**src/rtl/axi_chan_buffer.sv**
```systemverilog
// AXI4 decoupling buffer: an independently sized FIFO (or plain wire when Depth=0) on each of
// AW/W/B/AR/R in one clock domain. Define AXI_CHAN_BUFFER_STATUS_EN for occupancy/overflow ports.

package axi_chan_buffer_pkg;
  typedef struct packed {
    logic aw;
    logic aw_valid;
    logic w;
    logic w_valid;
    logic b_ready;
    logic ar;
    logic ar_valid;
    logic r_ready;
  } dflt_req_t;

  typedef struct packed {
    logic aw_ready;
    logic w_ready;
    logic b;
    logic b_valid;
    logic ar_ready;
    logic r;
    logic r_valid;
  } dflt_resp_t;
endpackage

module axi_chan_buffer_fifo #(
  parameter type          data_t      = logic,
  parameter int unsigned  Depth       = 1,
  parameter bit           FallThrough = 1'b0,
  localparam int unsigned CntW        = $clog2(Depth + 1),
  localparam int unsigned PtrW        = (Depth > 1) ? $clog2(Depth) : 1
) (
  input  logic            clk_i,
  input  logic            rst_ni,
  input  logic            in_valid_i,
  output logic            in_ready_o,
  input  data_t           in_data_i,
  output logic            out_valid_o,
  input  logic            out_ready_i,
  output data_t           out_data_o,
  output logic [CntW-1:0] count_o
);
  localparam logic [CntW-1:0] DepthC  = CntW'(Depth);
  localparam logic [PtrW-1:0] LastPtr = PtrW'(Depth - 1);

  data_t           mem_q [Depth];
  logic [PtrW-1:0] wptr_q, wptr_d, rptr_q, rptr_d;
  logic [CntW-1:0] count_q, count_d;
  logic            empty, full, push, pop, wr_en, rd_en;

  assign empty      = (count_q == '0);
  assign full       = (count_q == DepthC);
  // Ready only looks at occupancy: a pop in the same cycle never frees a slot early.
  assign in_ready_o = !full;
  assign count_o    = count_q;

  always_comb begin
    if (FallThrough && empty) begin
      out_valid_o = in_valid_i;
      out_data_o  = in_data_i;
    end else begin
      out_valid_o = !empty;
      out_data_o  = mem_q[rptr_q];
    end
  end

  assign push  = in_valid_i & in_ready_o;
  assign pop   = out_valid_o & out_ready_i;
  // A fall-through beat consumed while empty never touches storage.
  assign wr_en = push & !(FallThrough && empty && pop);
  assign rd_en = pop & !empty;

  // NOTE: every signal gets its default before the conditionals so no latch is inferred.
  always_comb begin
    wptr_d  = wptr_q;
    rptr_d  = rptr_q;
    count_d = count_q;
    if (wr_en) wptr_d = (wptr_q == LastPtr) ? '0 : wptr_q + 1'b1;
    if (rd_en) rptr_d = (rptr_q == LastPtr) ? '0 : rptr_q + 1'b1;
    if (wr_en && !rd_en)      count_d = count_q + 1'b1;
    else if (rd_en && !wr_en) count_d = count_q - 1'b1;
  end

  // NOTE: state uses non-blocking assignments; storage is reset as well so nothing stale
  // survives a reset asserted mid-transaction.
  always_ff @(posedge clk_i or negedge rst_ni) begin
    if (!rst_ni) begin
      for (int unsigned i = 0; i < Depth; i++) mem_q[i] <= '0;
      wptr_q  <= '0;
      rptr_q  <= '0;
      count_q <= '0;
    end else begin
      if (wr_en) mem_q[wptr_q] <= in_data_i;
      wptr_q  <= wptr_d;
      rptr_q  <= rptr_d;
      count_q <= count_d;
    end
  end
endmodule

module axi_chan_buffer #(
  parameter type          aw_chan_t   = logic,
  parameter type          w_chan_t    = logic,
  parameter type          b_chan_t    = logic,
  parameter type          ar_chan_t   = logic,
  parameter type          r_chan_t    = logic,
  parameter type          axi_req_t   = axi_chan_buffer_pkg::dflt_req_t,
  parameter type          axi_resp_t  = axi_chan_buffer_pkg::dflt_resp_t,
  parameter int unsigned  AwDepth     = 1,
  parameter int unsigned  WDepth      = 1,
  parameter int unsigned  BDepth      = 1,
  parameter int unsigned  ArDepth     = 1,
  parameter int unsigned  RDepth      = 1,
  parameter bit           FallThrough = 1'b0,
  localparam int unsigned AwCntW      = (AwDepth == 0) ? 1 : $clog2(AwDepth + 1),
  localparam int unsigned WCntW       = (WDepth == 0) ? 1 : $clog2(WDepth + 1),
  localparam int unsigned BCntW       = (BDepth == 0) ? 1 : $clog2(BDepth + 1),
  localparam int unsigned ArCntW      = (ArDepth == 0) ? 1 : $clog2(ArDepth + 1),
  localparam int unsigned RCntW       = (RDepth == 0) ? 1 : $clog2(RDepth + 1)
) (
  input  logic        clk_i,
  input  logic        rst_ni,
  input  axi_req_t    slv_req_i,
  output axi_resp_t   slv_resp_o,
  output axi_req_t    mst_req_o,
  input  axi_resp_t   mst_resp_i,
  output logic        idle_o
`ifdef AXI_CHAN_BUFFER_STATUS_EN
  ,
  output logic [AwCntW-1:0] aw_cnt_o,
  output logic [WCntW-1:0]  w_cnt_o,
  output logic [BCntW-1:0]  b_cnt_o,
  output logic [ArCntW-1:0] ar_cnt_o,
  output logic [RCntW-1:0]  r_cnt_o,
  output logic              aw_overflow_attempt_o,
  output logic              w_overflow_attempt_o,
  output logic              b_overflow_attempt_o,
  output logic              ar_overflow_attempt_o,
  output logic              r_overflow_attempt_o
`endif
);
  logic aw_in_ready, aw_out_valid, w_in_ready, w_out_valid, b_in_ready, b_out_valid;
  logic ar_in_ready, ar_out_valid, r_in_ready, r_out_valid;
  aw_chan_t aw_out_data;
  w_chan_t  w_out_data;
  b_chan_t  b_out_data;
  ar_chan_t ar_out_data;
  r_chan_t  r_out_data;
  logic [AwCntW-1:0] aw_cnt;
  logic [WCntW-1:0]  w_cnt;
  logic [BCntW-1:0]  b_cnt;
  logic [ArCntW-1:0] ar_cnt;
  logic [RCntW-1:0]  r_cnt;

  if (AwDepth == 0) begin : g_aw_wire
    assign aw_in_ready  = mst_resp_i.aw_ready;
    assign aw_out_valid = slv_req_i.aw_valid;
    assign aw_out_data  = slv_req_i.aw;
    assign aw_cnt       = '0;
  end else begin : g_aw_fifo
    axi_chan_buffer_fifo #(.data_t(aw_chan_t), .Depth(AwDepth), .FallThrough(FallThrough)) i_fifo (
      .clk_i, .rst_ni,
      .in_valid_i (slv_req_i.aw_valid), .in_ready_o (aw_in_ready),  .in_data_i  (slv_req_i.aw),
      .out_valid_o(aw_out_valid),       .out_ready_i(mst_resp_i.aw_ready), .out_data_o(aw_out_data),
      .count_o    (aw_cnt)
    );
  end

  if (WDepth == 0) begin : g_w_wire
    assign w_in_ready  = mst_resp_i.w_ready;
    assign w_out_valid = slv_req_i.w_valid;
    assign w_out_data  = slv_req_i.w;
    assign w_cnt       = '0;
  end else begin : g_w_fifo
    axi_chan_buffer_fifo #(.data_t(w_chan_t), .Depth(WDepth), .FallThrough(FallThrough)) i_fifo (
      .clk_i, .rst_ni,
      .in_valid_i (slv_req_i.w_valid), .in_ready_o (w_in_ready),  .in_data_i  (slv_req_i.w),
      .out_valid_o(w_out_valid),       .out_ready_i(mst_resp_i.w_ready), .out_data_o(w_out_data),
      .count_o    (w_cnt)
    );
  end

  if (BDepth == 0) begin : g_b_wire
    assign b_in_ready  = slv_req_i.b_ready;
    assign b_out_valid = mst_resp_i.b_valid;
    assign b_out_data  = mst_resp_i.b;
    assign b_cnt       = '0;
  end else begin : g_b_fifo
    axi_chan_buffer_fifo #(.data_t(b_chan_t), .Depth(BDepth), .FallThrough(FallThrough)) i_fifo (
      .clk_i, .rst_ni,
      .in_valid_i (mst_resp_i.b_valid), .in_ready_o (b_in_ready),  .in_data_i  (mst_resp_i.b),
      .out_valid_o(b_out_valid),        .out_ready_i(slv_req_i.b_ready), .out_data_o(b_out_data),
      .count_o    (b_cnt)
    );
  end

  if (ArDepth == 0) begin : g_ar_wire
    assign ar_in_ready  = mst_resp_i.ar_ready;
    assign ar_out_valid = slv_req_i.ar_valid;
    assign ar_out_data  = slv_req_i.ar;
    assign ar_cnt       = '0;
  end else begin : g_ar_fifo
    axi_chan_buffer_fifo #(.data_t(ar_chan_t), .Depth(ArDepth), .FallThrough(FallThrough)) i_fifo (
      .clk_i, .rst_ni,
      .in_valid_i (slv_req_i.ar_valid), .in_ready_o (ar_in_ready),  .in_data_i  (slv_req_i.ar),
      .out_valid_o(ar_out_valid),       .out_ready_i(mst_resp_i.ar_ready), .out_data_o(ar_out_data),
      .count_o    (ar_cnt)
    );
  end

  if (RDepth == 0) begin : g_r_wire
    assign r_in_ready  = slv_req_i.r_ready;
    assign r_out_valid = mst_resp_i.r_valid;
    assign r_out_data  = mst_resp_i.r;
    assign r_cnt       = '0;
  end else begin : g_r_fifo
    axi_chan_buffer_fifo #(.data_t(r_chan_t), .Depth(RDepth), .FallThrough(FallThrough)) i_fifo (
      .clk_i, .rst_ni,
      .in_valid_i (mst_resp_i.r_valid), .in_ready_o (r_in_ready),  .in_data_i  (mst_resp_i.r),
      .out_valid_o(r_out_valid),        .out_ready_i(slv_req_i.r_ready), .out_data_o(r_out_data),
      .count_o    (r_cnt)
    );
  end

  // Unlisted struct fields pass straight through; channel fields are overridden below.
  always_comb begin
    mst_req_o          = slv_req_i;
    mst_req_o.aw       = aw_out_data;
    mst_req_o.aw_valid = aw_out_valid;
    mst_req_o.w        = w_out_data;
    mst_req_o.w_valid  = w_out_valid;
    mst_req_o.ar       = ar_out_data;
    mst_req_o.ar_valid = ar_out_valid;
    mst_req_o.b_ready  = b_in_ready;
    mst_req_o.r_ready  = r_in_ready;

    slv_resp_o          = mst_resp_i;
    slv_resp_o.aw_ready = aw_in_ready;
    slv_resp_o.w_ready  = w_in_ready;
    slv_resp_o.ar_ready = ar_in_ready;
    slv_resp_o.b        = b_out_data;
    slv_resp_o.b_valid  = b_out_valid;
    slv_resp_o.r        = r_out_data;
    slv_resp_o.r_valid  = r_out_valid;
  end

  assign idle_o = (aw_cnt == '0) && (w_cnt == '0) && (b_cnt == '0) &&
                  (ar_cnt == '0) && (r_cnt == '0);

`ifdef AXI_CHAN_BUFFER_STATUS_EN
  logic [4:0] ovf_q, ovf_set;

  // A buffered channel is full exactly when its ready is low; wires never overflow.
  assign ovf_set = {(AwDepth != 0) && slv_req_i.aw_valid  && !aw_in_ready,
                    (WDepth  != 0) && slv_req_i.w_valid   && !w_in_ready,
                    (BDepth  != 0) && mst_resp_i.b_valid  && !b_in_ready,
                    (ArDepth != 0) && slv_req_i.ar_valid  && !ar_in_ready,
                    (RDepth  != 0) && mst_resp_i.r_valid  && !r_in_ready};

  always_ff @(posedge clk_i or negedge rst_ni) begin
    if (!rst_ni) ovf_q <= '0;
    else         ovf_q <= ovf_q | ovf_set;
  end

  assign aw_cnt_o = aw_cnt;
  assign w_cnt_o  = w_cnt;
  assign b_cnt_o  = b_cnt;
  assign ar_cnt_o = ar_cnt;
  assign r_cnt_o  = r_cnt;
  assign {aw_overflow_attempt_o, w_overflow_attempt_o, b_overflow_attempt_o,
          ar_overflow_attempt_o, r_overflow_attempt_o} = ovf_q;
`endif
endmodule
```
**config.mk**
```make
export PLATFORM = sky130hd
export DESIGN_NAME = axi_chan_buffer
export DESIGN_NICKNAME = d
export VERILOG_FILES = /design/src/rtl/axi_chan_buffer.sv
export SDC_FILE = /design/constraint.sdc
export NUM_CORES = 1
export LEC_CHECK = 0
export CORE_MARGIN = 2
export CORE_UTILIZATION = 31
export CTS_BUF_LIST = sky130_fd_sc_hd__clkbuf_16
export CTS_CLUSTER_SIZE = 8
export DETAILED_ROUTE_END_ITERATION = 8
export GPL_TIMING_DRIVEN = 0
export PLACE_DENSITY = 0.73
export SLEW_MARGIN = 0
export SYNTH_ARGS = -nofsm -noshare
export SYNTH_HDL_FRONTEND = slang
export SYNTH_SLANG_ARGS = --single-unit
```
**constraint.sdc**
```tcl
create_clock -name clk_i -period 1.2 [get_ports clk_i]
set_clock_uncertainty 0.1 [all_clocks]
set_input_delay 0.24 -clock clk_i [delete_from_list [all_inputs] [get_ports clk_i]]
set_output_delay 0.24 -clock clk_i [all_outputs]
set_load 0.02 [all_outputs]
```
==> flow_metrics.env, run 1 <==
export IMPL_status="finished, violations left"
export IMPL_violations="negative setup slack"
export IMPL_clock_fmax_ghz=0.590
export IMPL_clkPwrFrac_pct=30.4
export IMPL_path_class="register to primary output"
export IMPL_fin_crit_sh_pct=141
export IMPL_cts_root_buf="clkbuf_16"
export IMPL_cp_data_arrival_time_ps=1350
export IMPL_critPathLaunch="g_w_fifo.i_fifo.count_o$_DFFE_PN0P_"
export IMPL_synthSimpleGateAreaFrac_pct=8.65
export IMPL_synth_fa_ha_area_share_pct=0
export IMPL_synth_nets=64
export IMPL_cts_htree_levels=1
export IMPL_drtIter0Drc=1
export IMPL_grt_util_all_layers_pct=15.2
export IMPL_cts_buffers=3
export IMPL_antenna_found_initial=0
export IMPL_place_congestion=0.642
export IMPL_syn_to_final_growth_pct=131
export IMPL_tightest_slew_ps=457
export IMPL_fill_cells=100
export IMPL_grt_max_degree=11
export IMPL_crit_chain="or4_4 > nor2_4 > buf_6"
export IMPL_p_int_uw=1400
export IMPL_tns_ps=-2760
export IMPL_cts_hold_buf=0
export IMPL_hold_slack_ps=227
export IMPL_seq_area_um2=250
export IMPL_syn_area_per_cell_um2=11.1
export IMPL_fin_ws_ps=-495
export IMPL_dieArea_um2=2020
export IMPL_grt_pass1_wl_mm=2.15
export IMPL_p_switching_uw=517
export IMPL_hold_class="primary input to asynchronous set/reset pin"
export IMPL_yosysMostFrequentCell="buf_4"
export IMPL_rsz0062_at_grt="true"
export IMPL_ys_seq_area_share_pct=48.1
export IMPL_ant_nets=0
export IMPL_r2r_cells=5
export IMPL_start_util_pct=33.8
export IMPL_multi_input_area_um2=195
export IMPL_clk_latency_ps=230
export IMPL_finalWirelength_mm=1.38
export IMPL_netlist_area_um2=520
export IMPL_period_needed_ps=1690
export IMPL_slew_headroom_pct=69.4
export IMPL_synthArstFlopShare_pct=100
export IMPL_row_count=14
export IMPL_hold_viol_final=0
export IMPL_insertedDiodeCount=0
export IMPL_yosysTopAreaCellShare_pct=48.1
export IMPL_power_leakage_uw=0.000589
export IMPL_netlist_instances=47
export IMPL_seqPwrFrac_pct=23.4
export IMPL_coreArea_um2=1540
export IMPL_r2r_setup_slack_ps=-260
export IMPL_synth_compound_area_share_pct=7.21
export IMPL_cts_tree="built"
export IMPL_cap_violations=0
export IMPL_swShare_pct=26.9
export IMPL_end_kind="primary output"
export IMPL_io_pin_count=33
export IMPL_clk_pin_slew_ps=40
export IMPL_hpwl_um=817
export IMPL_io_buffer_count=32
export IMPL_ys_warn_count=0
export IMPL_vias=484
export IMPL_clkSinkCount=10
export IMPL_r2r_start="g_r_fifo.i_fifo.count_o$_DFFE_PN0P_"
export IMPL_finalSetupViolCount=18
export IMPL_synthXorXnorAreaFrac_pct=0
export IMPL_worst_path_largest_cell_delay_ps=530
export IMPL_drv_slew=0
export IMPL_crit_path_top_delay_cell="or4_4"
export IMPL_power_density_nw_per_um2=1600
export IMPL_synthTopCellsByArea="dfrtp_1 (48%), buf_4 (22%), mux2_2 (11%)"
export IMPL_wire_per_inst_um=12.1
export IMPL_yosysTopAreaCell="dfrtp_1"
export IMPL_overflow=0
export IMPL_die_x_um=45.0
export IMPL_timing_rr_end="g_r_fifo.i_fifo.mem_q$_DFFE_PN0P_"
export IMPL_comb_power_share_pct=46.2
export IMPL_clk_path_buf_depth=2
export IMPL_synth_seq_cells=10
export IMPL_drtPass1Iterations=2
export IMPL_drive_gt1_share_pct=67.3
export IMPL_postLayoutCoreUtil_pct=78.1
export IMPL_ys_types=9
export IMPL_dieHeight_um=45.0
export IMPL_cp_required_ps=860
export IMPL_synth_edf_count=0
export IMPL_vias_per_cell=4.25
export IMPL_ir_drop_mv=1.03
export IMPL_route_detailed_drc=0
export IMPL_yosys_top_cells_count="buf_4 (15), dfrtp_1 (10), inv_1 (5), mux2_2 (5), o21bai_1 (5)"
export IMPL_critPathMaxFanout=2
export IMPL_fin_nets=116
export IMPL_synth_mux_area_share_pct=10.8
export IMPL_grt_pass1_vias=512
export IMPL_synth_top_family_by_area="buffers and inverters"
export IMPL_synth_ff_type="dfrtp_1"
export IMPL_setup_worst_path_start_class="register"
==> timing repair <==
item	4_1_cts	5_1_grt
resized for setup	127	12
pin swaps	3	0
buffers inserted	13	7
endpoints found under the setup margin	16	22
==> layer usage <==
metal / vias up / track usage [%] / share of wire, %
met5: - / 0 / 0
met1: 225 / 15.6 / 35
met4: 0 / 5.29 / 0
met2: 22 / 26.9 / 55
met3: 0 / 7.20 / 10
li1: 237 / - / -
==> power groups by stage <==
stage / registers, uW / clock network [uW] / logic [uW]
after floorplan: 442 / 0 / 344
after global routing: 457 / 617 / 938
after CTS: 443 / 595 / 839
final: 450 / 584 / 887
after detailed placement: 456 / 0 / 588
after global placement: 453 / 0 / 582
==> metrics by stage <==
step                      setup slack, ps  power [uW]  std cells  instance area [um^2]
after global placement               -789        1030         95                   872
after global routing                 -544        2010        114                  1200
final                                -495        1920        114                  1200
after detailed placement             -789        1040         95                   872
after floorplan                      -232         786         47                   532
after CTS                            -504        1880        112                  1160
==> how the worst max path moves through the flow <==
stage | cells after the start | end
finish | 3 | idle_o
global route | 3 | idle_o
CTS | 3 | idle_o
detailed placement | 3 | idle_o
global placement | 3 | idle_o
floorplan | 2 | idle_o
==> worst max-delay path, delay by kind of cell, from the launching register on <==
family	cells	cell delay [ps]
simple gates	2	620
buf+inv	1	120
flops	1	380
==> final cells by class <==
class / instances / share of cell area (%)
inverter: 5 / 2.18
clock inverter: 1 / 0.312
tap: 16 / 1.66
timing repair buffer: 50 / 42.3
buffer: 12 / 10.3
multi-input combinational: 17 / 16.2
sequential: 10 / 20.8
clock buffer: 3 / 6.24
==> cells by family after synthesis <==
family                 after synthesis
buffers and inverters               20
and+or+nand+nor                      7
DFF                                 10
AOI/OAI and AO/OA                    5
muxes                                5
==> placed cells by master (no fill, tap or decap) <==
cell type,count
buf_6,34
clkdlybuf4s50_1,16
buf_4,12
dfrtp_1,10
o21bai_1,5
nor2b_4,4
mux2_4,4
inv_4,3
clkbuf_16,3
inv_2,2
or4_4,1
nor2_4,1
and2b_2,1
mux2_2,1
clkinv_1,1
No activity file was read; power rests on OpenSTA's default activity.
==> run 2: changes to the inputs <==
--- a/config.mk
+++ b/config.mk
@@ -6,12 +6,12 @@
 export NUM_CORES = 1
 export LEC_CHECK = 0
 export CORE_MARGIN = 2
-export CORE_UTILIZATION = 31
+export CORE_UTILIZATION = 37
 export CTS_BUF_LIST = sky130_fd_sc_hd__clkbuf_16
 export CTS_CLUSTER_SIZE = 8
 export DETAILED_ROUTE_END_ITERATION = 8
 export GPL_TIMING_DRIVEN = 0
-export PLACE_DENSITY = 0.73
+export PLACE_DENSITY = 0.81
 export SLEW_MARGIN = 0
 export SYNTH_ARGS = -nofsm -noshare
 export SYNTH_HDL_FRONTEND = slang
==> constraint.sdc (replaced) <==
create_clock -name clk_i -period 2.19 [get_ports clk_i]
set_clock_uncertainty 0.1 [all_clocks]
set_input_delay 0.438 -clock clk_i [delete_from_list [all_inputs] [get_ports clk_i]]
set_output_delay 0.438 -clock clk_i [all_outputs]
set_load 0.02 [all_outputs]
==> flow_metrics.env, run 2 (synthesized netlist as in run 1, its figures left out) <==
export IMPL_timing_rr_end="g_r_fifo.i_fifo.mem_q$_DFFE_PN0P_"
export IMPL_tns_ps=0
export IMPL_cp_data_arrival_time_ps=1460
export IMPL_power_leakage_uw=0.000427
export IMPL_start_util_pct=40.0
export IMPL_dieArea_um2=1720
export IMPL_critPathMaxFanout=4
export IMPL_grt_max_degree=11
export IMPL_final_common_cell="clkdlybuf4s50_1"
export IMPL_clk_path_buf_depth=2
export IMPL_mostFrequentLayoutCells="clkdlybuf4s50_1 (31), buf_4 (15), dfrtp_1 (10)"
export IMPL_io_pin_count=33
export IMPL_vias_per_cell=4.31
export IMPL_hold_viol_final=0
export IMPL_hold_depth=1
export IMPL_drv_slew=0
export IMPL_cts_buffers=3
export IMPL_cp_required_ps=1650
export IMPL_tightest_slew_ps=441
export IMPL_drtIter0Drc=2
export IMPL_cts_tree="built"
export IMPL_die_x_um=41.5
export IMPL_route_detailed_drc=0
export IMPL_period_needed_ps=2000
export IMPL_cap_violations=0
export IMPL_finalWirelength_mm=1.03
export IMPL_fin_ws_ps=188
export IMPL_clock_fmax_ghz=0.500
export IMPL_ant_nets=0
export IMPL_post_cts_buffers=0
export IMPL_vias=422
export IMPL_grt_pass1_vias=363
export IMPL_setup_worst_path_start_class="register"
export IMPL_finalSetupViolCount=0
export IMPL_antenna_found_initial=0
export IMPL_hold_class="register to register"
export IMPL_power_density_nw_per_um2=944
export IMPL_slew_headroom_pct=70.5
export IMPL_path_class="register to primary output"
export IMPL_insertedDiodeCount=0
export IMPL_overflow=0
export IMPL_cts_hold_buf=0
export IMPL_grt_pass1_wl_mm=1.66
export IMPL_dp_slack_ps=-12.4
export IMPL_cts_root_buf="clkbuf_16"
export IMPL_rsz0062_at_grt="false"
export IMPL_place_congestion=0.623
export IMPL_ir_drop_mv=0.570
export IMPL_r2r_start="g_r_fifo.i_fifo.count_o$_DFFE_PN0P_"
export IMPL_fill_cells=103
export IMPL_clk_pin_slew_ps=40
export IMPL_status="finished, final reports clean"
export IMPL_wire_per_inst_um=10.5
export IMPL_fin_nets=101
export IMPL_holdPathEnd="g_ar_fifo.i_fifo.mem_q$_DFFE_PN0P_"
export IMPL_end_kind="primary output"
export IMPL_hold_start="g_ar_fifo.i_fifo.mem_q$_DFFE_PN0P_"
export IMPL_fin_crit_sh_pct=91.4
export IMPL_io_buffer_count=32
export IMPL_clk_latency_ps=230
export IMPL_drtPass1Iterations=2
export IMPL_r2r_cells=2
export IMPL_grt_util_all_layers_pct=12.3
export IMPL_coreArea_um2=1300
export IMPL_dieHeight_um=41.5
export IMPL_row_count=13
export IMPL_r2r_setup_slack_ps=1030
export IMPL_drive_gt1_share_pct=30.1
export IMPL_hpwl_um=794
export IMPL_syn_to_final_growth_pct=79.3
export IMPL_hold_slack_ps=406
export IMPL_clkSinkCount=10
export IMPL_cts_htree_levels=1
[run 2: worst max-delay path, stage by stage (launching register included)]
cell      delay [ps]
dfrtp_1          400
or4_1            540
nor2_1           110
clkbuf_2         180
[run 2: timing repair]
item                                   CTS  global route
endpoints found under the hold margin    0             0
setup endpoints to repair                1             1
resized for setup                        1             2
pin swaps                                0             0
[run 2: power by group]
group	internal, uW	switching (uW)	total, uW	leakage [uW]
sequential	220	24.5	245	0.000118
clock	239	81.8	321	0.0000385
combinational	193	122	315	0.000270
[run 2: cell type report]
| type | count | area [um^2] | share of cell area (%) |
|---|---|---|---|
| plain buffers | 15 | 113 | 12.1 |
| clock buffers | 3 | 75.1 | 8.04 |
| clock inverters | 1 | 3.75 | 0.402 |
| inverters | 5 | 18.8 | 2.01 |
| multi-input cells | 17 | 139 | 14.9 |
| flip-flops and latches | 10 | 250 | 26.8 |
| well taps | 15 | 18.8 | 2.01 |
| repair buffers | 32 | 315 | 33.8 |
[run 2: worst max path at each step]
stage / start / endpoint / slack, ps / cells past startpoint
2_1_floorplan: g_r_fifo.i_fifo.count_o$_DFFE_PN0P_ / idle_o / 480 / 2
3_3_place_gp: g_w_fifo.i_fifo.count_o$_DFFE_PN0P_ / idle_o / 40 / 3
3_5_place_dp: g_w_fifo.i_fifo.count_o$_DFFE_PN0P_ / idle_o / -10 / 3
4_1_cts: g_w_fifo.i_fifo.count_o$_DFFE_PN0P_ / idle_o / 20 / 3
5_1_grt: g_w_fifo.i_fifo.count_o$_DFFE_PN0P_ / idle_o / 130 / 3
6_report: g_r_fifo.i_fifo.count_o$_DFFE_PN0P_ / idle_o / 190 / 3
[run 2: through the flow]
step,utilization [%],instances,power (uW),instance area (um^2)
after floorplan,-,47,425,520
after global placement,66.1,94,559,860
after detailed placement,66.1,94,564,860
after CTS,72.0,98,895,937
after global routing,71.7,98,920,933
final,71.7,98,881,933
[run 2: layer usage]
metal  track usage [%]  vias to the layer above  routed length (um)
li1                  -                      209                   -
met1              14.8                      192                 422
met2              21.3                       21                 504
met3              4.35                        0                 102
met4              1.94                        0                   0
met5                 0                        -                   0
